## src/rtl/program_sequencer.sv

```systemverilog
// Fetch/execute sequencer for the 4-bit processor: owns the PC, addresses the program ROM
// and issues one instruction per FETCH/EXEC slot, with SNZ skips and end-of-program handling.
module program_sequencer #(
    parameter int          ADDR_W      = 4,
    parameter int          END_ADDR    = 14,
    parameter bit          HALT_AT_END = 1'b1,
    parameter logic [3:0]  OP_SNZ_A    = 4'b1000,
    parameter logic [3:0]  OP_SNZ_S    = 4'b0100
) (
    input  logic              clk,
    input  logic              rst,
    input  logic              run,
    input  logic              step,
    input  logic              flag_a_nz,
    input  logic              flag_s_nz,
    input  logic [3:0]        rom_data,
    output logic [ADDR_W-1:0] rom_addr,
    output logic [3:0]        instr,
    output logic              exec_en,
    output logic [ADDR_W-1:0] pc,
    output logic              halted,
    output logic [7:0]        retired
);

    typedef enum logic [1:0] {S_IDLE, S_FETCH, S_EXEC, S_HALT} state_t;

    localparam logic [ADDR_W:0] END_X = (ADDR_W+1)'(END_ADDR);
    localparam logic [3:0]      NOP   = 4'b0111;

    state_t            state_q, state_d;
    logic [ADDR_W-1:0] pc_q, pc_d;
    logic [3:0]        instr_q, instr_d;
    logic [7:0]        retired_q, retired_d;
    logic              skip;
    logic [ADDR_W:0]   pc_inc;
    logic              past_end;

    always_comb begin
        state_d   = state_q;
        pc_d      = pc_q;
        instr_d   = instr_q;
        retired_d = retired_q;

        skip = ((rom_data == OP_SNZ_A) && flag_a_nz) || ((rom_data == OP_SNZ_S) && flag_s_nz);
        // One extra bit keeps a step beyond END_ADDR visible even at the top of the address space.
        pc_inc   = {1'b0, pc_q} + (skip ? (ADDR_W+1)'(2) : (ADDR_W+1)'(1));
        past_end = (pc_inc > END_X);

        case (state_q)
            S_IDLE: begin
                if (run || step) state_d = S_FETCH;
            end
            S_FETCH: begin
                state_d = S_EXEC;
            end
            S_EXEC: begin
                instr_d = rom_data;
                if (retired_q != 8'hFF) retired_d = retired_q + 8'd1;
                if (past_end && HALT_AT_END) begin
                    state_d = S_HALT;
                    pc_d    = ADDR_W'(END_ADDR);
                end else begin
                    state_d = run ? S_FETCH : S_IDLE;
                    if (past_end) pc_d = ADDR_W'(pc_inc - END_X - (ADDR_W+1)'(1));
                    else          pc_d = ADDR_W'(pc_inc);
                end
            end
            S_HALT: begin
                state_d = S_HALT;
            end
            default: state_d = S_IDLE;
        endcase
    end

    always_ff @(posedge clk) begin
        if (rst) begin
            state_q   <= S_IDLE;
            pc_q      <= '0;
            instr_q   <= NOP;
            retired_q <= '0;
        end else begin
            state_q   <= state_d;
            pc_q      <= pc_d;
            instr_q   <= instr_d;
            retired_q <= retired_d;
        end
    end

    // The ROM answers for the current PC during EXEC, so instr passes it through there and
    // the register holds the last executed instruction in every other state.
    assign instr    = (state_q == S_EXEC) ? rom_data : instr_q;
    assign exec_en  = (state_q == S_EXEC);
    assign halted   = (state_q == S_HALT);
    assign rom_addr = pc_q;
    assign pc       = pc_q;
    assign retired  = retired_q;

endmodule

```

## config.mk

```make
export PLATFORM = sky130hd
export DESIGN_NAME = program_sequencer
export DESIGN_NICKNAME = d
export VERILOG_FILES = /design/src/rtl/program_sequencer.sv
export SDC_FILE = /design/constraint.sdc
export NUM_CORES = 1
export LEC_CHECK = 0
export BUFFER_PORTS_ARGS = -buffer_cell sky130_fd_sc_hd__buf_4
export CAP_MARGIN = 10
export CORE_UTILIZATION = 45
export DETAILED_ROUTE_END_ITERATION = 16
export PLACE_DENSITY = 0.8
export SYNTH_ARGS = -nofsm -noshare
export SYNTH_HDL_FRONTEND = slang
export SYNTH_SLANG_ARGS = --single-unit
```

## constraint.sdc

```tcl
create_clock -name clk -period 2.6 [get_ports clk]
set_input_delay 0.13 -clock clk [delete_from_list [all_inputs] [get_ports clk]]
set_output_delay 0.13 -clock clk [all_outputs]
set_load 0.005 [all_outputs]
```

* Word-level counts from Yosys, hierarchy flattened
Index checks and enable logic that the tools add are counted.
** Word-level totals
- Bits of input ports :: 10
- Register bits after elaboration :: 18
- Output and inout port bits :: 22
- Word-level logic and storage cells :: 27
** Operators by class
- Muxes and demuxes :: 7
- $add $sub $neg :: 2
- Reduce and logical (&&, ||, !) cells :: 6
- Equality and inequality tests :: 7
- Magnitude comparators :: 1
** Operator list (count)
- 8-bit by 1-bit adder with 8-bit output, second input constant :: 1
- 4-bit two-way mux :: 2
- 8-bit != test, second input constant :: 1
- 2-bit case mux with 4 select lines :: 1
- 2-bit two-way mux :: 3
- 4-bit by 2-bit adder with 5-bit output :: 1
- 5-bit by 4-bit > comparator with 1-bit output, second input constant :: 1
- 2-bit == test, second input constant :: 2
- 4-bit by 3-bit == test with 1-bit output, second input constant :: 1
- 4-bit == test, second input constant :: 1
- 2-bit by 1-bit == test with 1-bit output, second input constant :: 1
- 1-bit logical AND :: 2
- 2-bit zero test :: 1
- 1-bit logical OR :: 2
- 2-bit != test, second input constant :: 1
- 2-bit AND reduction :: 1
- 1-bit two-way mux :: 1

* Depth between registers and ports, before layout
- Word-level depth :: 8
- Mapped depth :: 10
- Depth with buffers taken out :: 10

* Worst setup path before layout
Ideal clock, no wire load.
- Path kind :: input to register
- Start point :: in rom_data[3]
- End point :: reg pc_q[0], in the netlist pc[0]
- Data required time :: 2484 ps
- Library setup time :: 116 ps
- Cell stages on the path :: 10
- Path buffers :: 0
- Arrival :: 2017 ps
- Path slack :: 467 ps
- Cell sequence :: nand3b_1 > a211oi_1 > inv_1 > ha_1 > inv_1 > fa_1 > nand4b_1 > o211ai_1 > a31oi_1 > a41o_1
** On the way
- Word-level cells in the longest chain between the ends :: 7
- Elaborated cells on any way between the ends :: 9
- Classes of those cells :: add/sub: 1; order compare: 1; eq/ne: 2; mux: 2; reduce/logical: 3
** RTL lines
- start, declared :: RTL line 16 : input logic [3:0] rom_data,
- 4-bit == test or 4-bit by 3-bit == test with 1-bit output (tied branches) :: RTL line 44 : skip = ((rom_data == OP_SNZ_A) && flag_a_nz) || ((rom_data == OP_SNZ_S) && flag_s_nz);
- 1-bit logical AND :: RTL line 44
- 1-bit logical OR * :: RTL line 44
- 2-bit two-way mux * :: RTL line 46 : pc_inc = {1'b0, pc_q} + (skip ? (ADDR_W+1)'(2) : (ADDR_W+1)'(1));
- 4-bit by 2-bit adder with 5-bit output * :: RTL line 46
- 5-bit by 4-bit > comparator with 1-bit output :: RTL line 47 : past_end = (pc_inc > END_X);
- 4-bit two-way mux * :: RTL line 59 : if (past_end && HALT_AT_END) begin
- end signal, assigned :: RTL line 83 : pc_q <= pc_d;
- end, declared :: RTL line 31 : logic [ADDR_W-1:0] pc_q, pc_d;
Every way passes the cells marked *; elsewhere a longest branch is shown, timed or not.
A chain may end at the register's enable or synchronous reset.

* Worst setup path after layout
Same ends and word-level chain as after synthesis.

==> summary.md <==
| Metric | Value |
|---|---|
| Clock-pin slew on the worst setup and hold paths | 100 ps |
| Critical path cell sequence | buf_4, nand3b_1, a211oi_1, inv_1, ha_1, inv_1, fa_1, nor4bb_1, a31oi_1, a41o_1 |
| Number of synthesized flops with an enable pin | 0 |
| Ys async rst share | 0% |
| Commonest register cell after synthesis | dfxtp_1 |
| FF-to-FF path depth | 7 |
| FF-to-FF setup slack | 610 ps |
| Outcome | finished, final reports clean |
| TritonCTS clock tree | built |
| Routed Wire Length | 1930 microns |
| Die width | 48.8 microns |
| Initial drt markers | 17 |
| Crit path max fanout | 4 |
| Initial core utilization | 49.2% |
| Hold Path Class | in2reg |
| # placed instances | 162 |
| RR Startpoint | pc[0] |
| Nets@finish | 154 |
| Critical path type | in2reg |
| Area Overhead vs Synth | 24.0% |
| Syn nets | 125 |
| Register area share after synthesis | 36.6% |
| Crit-path slowest cell | fa_1 |
| First-pass GRT wire length | 3400 microns |
| Synth area leader | dfxtp_1 |
| Post-Syn Area per Cell | 8.87 sq um |
| Max_cap viols | 0 |
| Postcts setup bufs | 0 |
| Switching share of power | 24.5% |
| Die ar. | 0.00238 sq mm |
| N_diodes | 0 |
| Clk Latency, worst-skew pair | 280 ps |
| Worst-margin pin slew | 465 ps |
| Rows | 16 |
| Yosys reg bits | 18 |
| Post-synthesis cell type count | 40 |
| CTS Root Cell | clkbuf_4 |
| Seq pwr share | 57.6% |
| Pwr Density | 416 mW/mm^2 |
| Required time of the critical path | 2780 ps |
| Fmax | 470 MHz |
| CTS H-tree depth | 1 |
| Final Hold Vio Count | 0 |
| Leak | 0.552 nW |
| FF+latch area | 360 sq um |
| Share of layout cells above drive strength 1 | 30.4% |
| Vias in the first global route | 814 |
| Pins over their slew limit | 0 |
| PortBufs | 31 |
| Number of warnings issued by yosys | 0 |
| Crit path arrival time | 2310 ps |
| Final Skew | 5.31 ps |
| RSZ-0062 raised after global routing | false |
| Grt total ovfl | 0 |
| Period Utilization, post-route | 81.9% |
| Proportion of power drawn by the clock network | 26.0% |
| Hold Path Stages | 2 |
| Die Y | 48.8 microns |
| Cells after synthesis | 111 |
| # DRC | 0 |
| Hold Path End | retired[6] |
| Synth area leaders | dfxtp_1 37%, nand2_1 6.1%, nor2_1 4.6% |
| Sink Count | 18 |
| TritonCTS Buffers | 3 |
| # setup viols final | 0 |
| Cell family with the largest share of critical-path delay | compound AO/OA/AOI/OAI gates |
| Core Box Area | 0.00200 sq mm |
| Gr usage total | 18.1% |
| Initial antenna violation count | 0 |
| Internal power | 0.384 mW |
| Clock Tree Buf Depth | 2 |
| Tmin final | 2130 ps |
| VDD IR max | 333 uV |
| Via count | 865 |
| Final weighted congestion in routability-driven placement | 0.803 |
| Final HPWL from detailed placement | 1450 microns |
| Relative slew slack | 69.0% |
| HP Start | rst |
| Yosys top cell area share | 36.6% |
| Delay of the slowest cell on the worst path | 450 ps |
| IO Pins | 32 |
| Critical R2R Capture | pc[0] |
| Setup TNS | 0 ps |
| Crit start category | input pin |
| CP most frequent cell | inv_1 |
| Via density | 5.24 |
| Largest net degree at the start of global routing | 15 |
| Post-place setup slack | 169 ps |
| Combinational Power Share | 16.4% |
| CTS Hold Bufs | 0 |
| Crit path buf inv count | 3 |
| FILL cells | 183 |
| Layout Cells excl Fill | 165 |
| Multi-input gate area | 544 sq um |
| Worst Setup End Kind | flip-flop |
| Post-cts sizing count | 0 |
| Net Switching | 0.125 mW |
| Drt first pass iters | 4 |
| DRT antenna net count | 0 |
| Final WS setup | 470 ps |
| Netlist Area Pre-Place | 985 sq um |
| Avg WL per Cell | 11.7 microns |
==> per-layer routing <==
| layer | routed length [microns] | global-route usage [%] | vias up | part of all wire, % |
|---|---|---|---|---|
| met5 | 0 | 0 | - | 0 |
| met4 | 0 | 4.41 | 0 | 0 |
| met3 | 77 | 4.05 | 0 | 4.0 |
| met2 | 958 | 31.9 | 25 | 50 |
| met1 | 895 | 22.1 | 399 | 46 |
| li1 | - | - | 441 | - |
==> worst register-to-register path, cell delays in order (launching register included) <==
cell and delay (ps):
dfxtp_1 400, ha_1 190, inv_1 50, fa_1 530, nand4bb_1 140, o211ai_1 90, a31oi_1 330, a41o_1 220
==> worst max path at each step <==
stage	start	to	slack, ps	depth (start not counted)
final	rom_data[3]	pc[0]	470	10
after global routing	rom_data[3]	pc[0]	280	10
after floorplan	rom_data[3]	pc[0]	470	10
after CTS	rom_data[3]	pc[0]	480	11
after detailed placement	rom_data[3]	pc[0]	170	11
after global placement	rom_data[3]	pc[0]	260	11
==> placed cells by master, fill, tap and decap left out, types with 3 or more instances in the layout <==
master / n
inv_1: 5
xor2_1: 4
buf_4: 31
nand2b_1: 4
nor2_1: 12
dfxtp_1: 18
o211ai_1: 4
clkbuf_4: 3
ha_1: 3
nand2_1: 16
nand3_1: 3
nand3b_1: 3
==> per-stage QoR <==
stage	cell area (sq um)	total power [mW]	hold WS [ps]	util, %
after floorplan	985	0.348	230	-
after global placement	1200	0.380	398	59.9
after detailed placement	1200	0.383	406	59.9
after global routing	1220	0.542	97.1	61.0
after CTS	1220	0.517	87.8	61.0
final	1220	0.509	98.9	61.0
==> kinds of logic (layout without fill, tap and decap cells) <==
logic type | Yosys count | count (layout) | share of synthesized area [%]
fa+ha+maj | 4 | 4 | 5.85
xor+xnor | 4 | 4 | 3.56
simple gates | 52 | 52 | 29.0
compound gates | 18 | 18 | 14.9
flops | 18 | 18 | 36.6
buf+inv | 13 | 40 | 8.13
mux | 2 | 2 | 2.03
==> power groups by stage <==
stage	Sequential, mW	Clock [mW]	Combinational (mW)
final	0.293	0.132	0.0834
after global routing	0.295	0.155	0.0928
after CTS	0.293	0.140	0.0842
after detailed placement	0.299	0	0.0840
after global placement	0.299	0	0.0813
after floorplan	0.298	0	0.0497
==> synth_stat cells (2+ instances only) <==
| cell type | number |
|---|---|
| dfxtp_1 | 18 |
| nand2_1 | 16 |
| nor2_1 | 12 |
| buf_4 | 5 |
| inv_1 | 5 |
| nand2b_1 | 4 |
| o211ai_1 | 4 |
| xor2_1 | 4 |
| ha_1 | 3 |
| nand3_1 | 3 |
| nand3b_1 | 3 |
| a211oi_1 | 2 |
| a31oi_1 | 2 |
| and3_1 | 2 |
| mux2i_1 | 2 |
| o21ai_0 | 2 |
==> layout make-up <==
cell class	instances	area share (%)
sequential	18	29.5
tap	27	2.77
inverter	6	2.25
timing repair buffer	31	19.1
clock buffer	3	1.84
multi-input combinational	80	44.6
==> state kept, by name, indices dropped and copies added, names as in the netlist <==
| signal | count |
|---|---|
| instr_q | 4 |
| retired | 8 |
| pc | 4 |
| state_q | 2 |
Power figures use the tool's default switching activity.
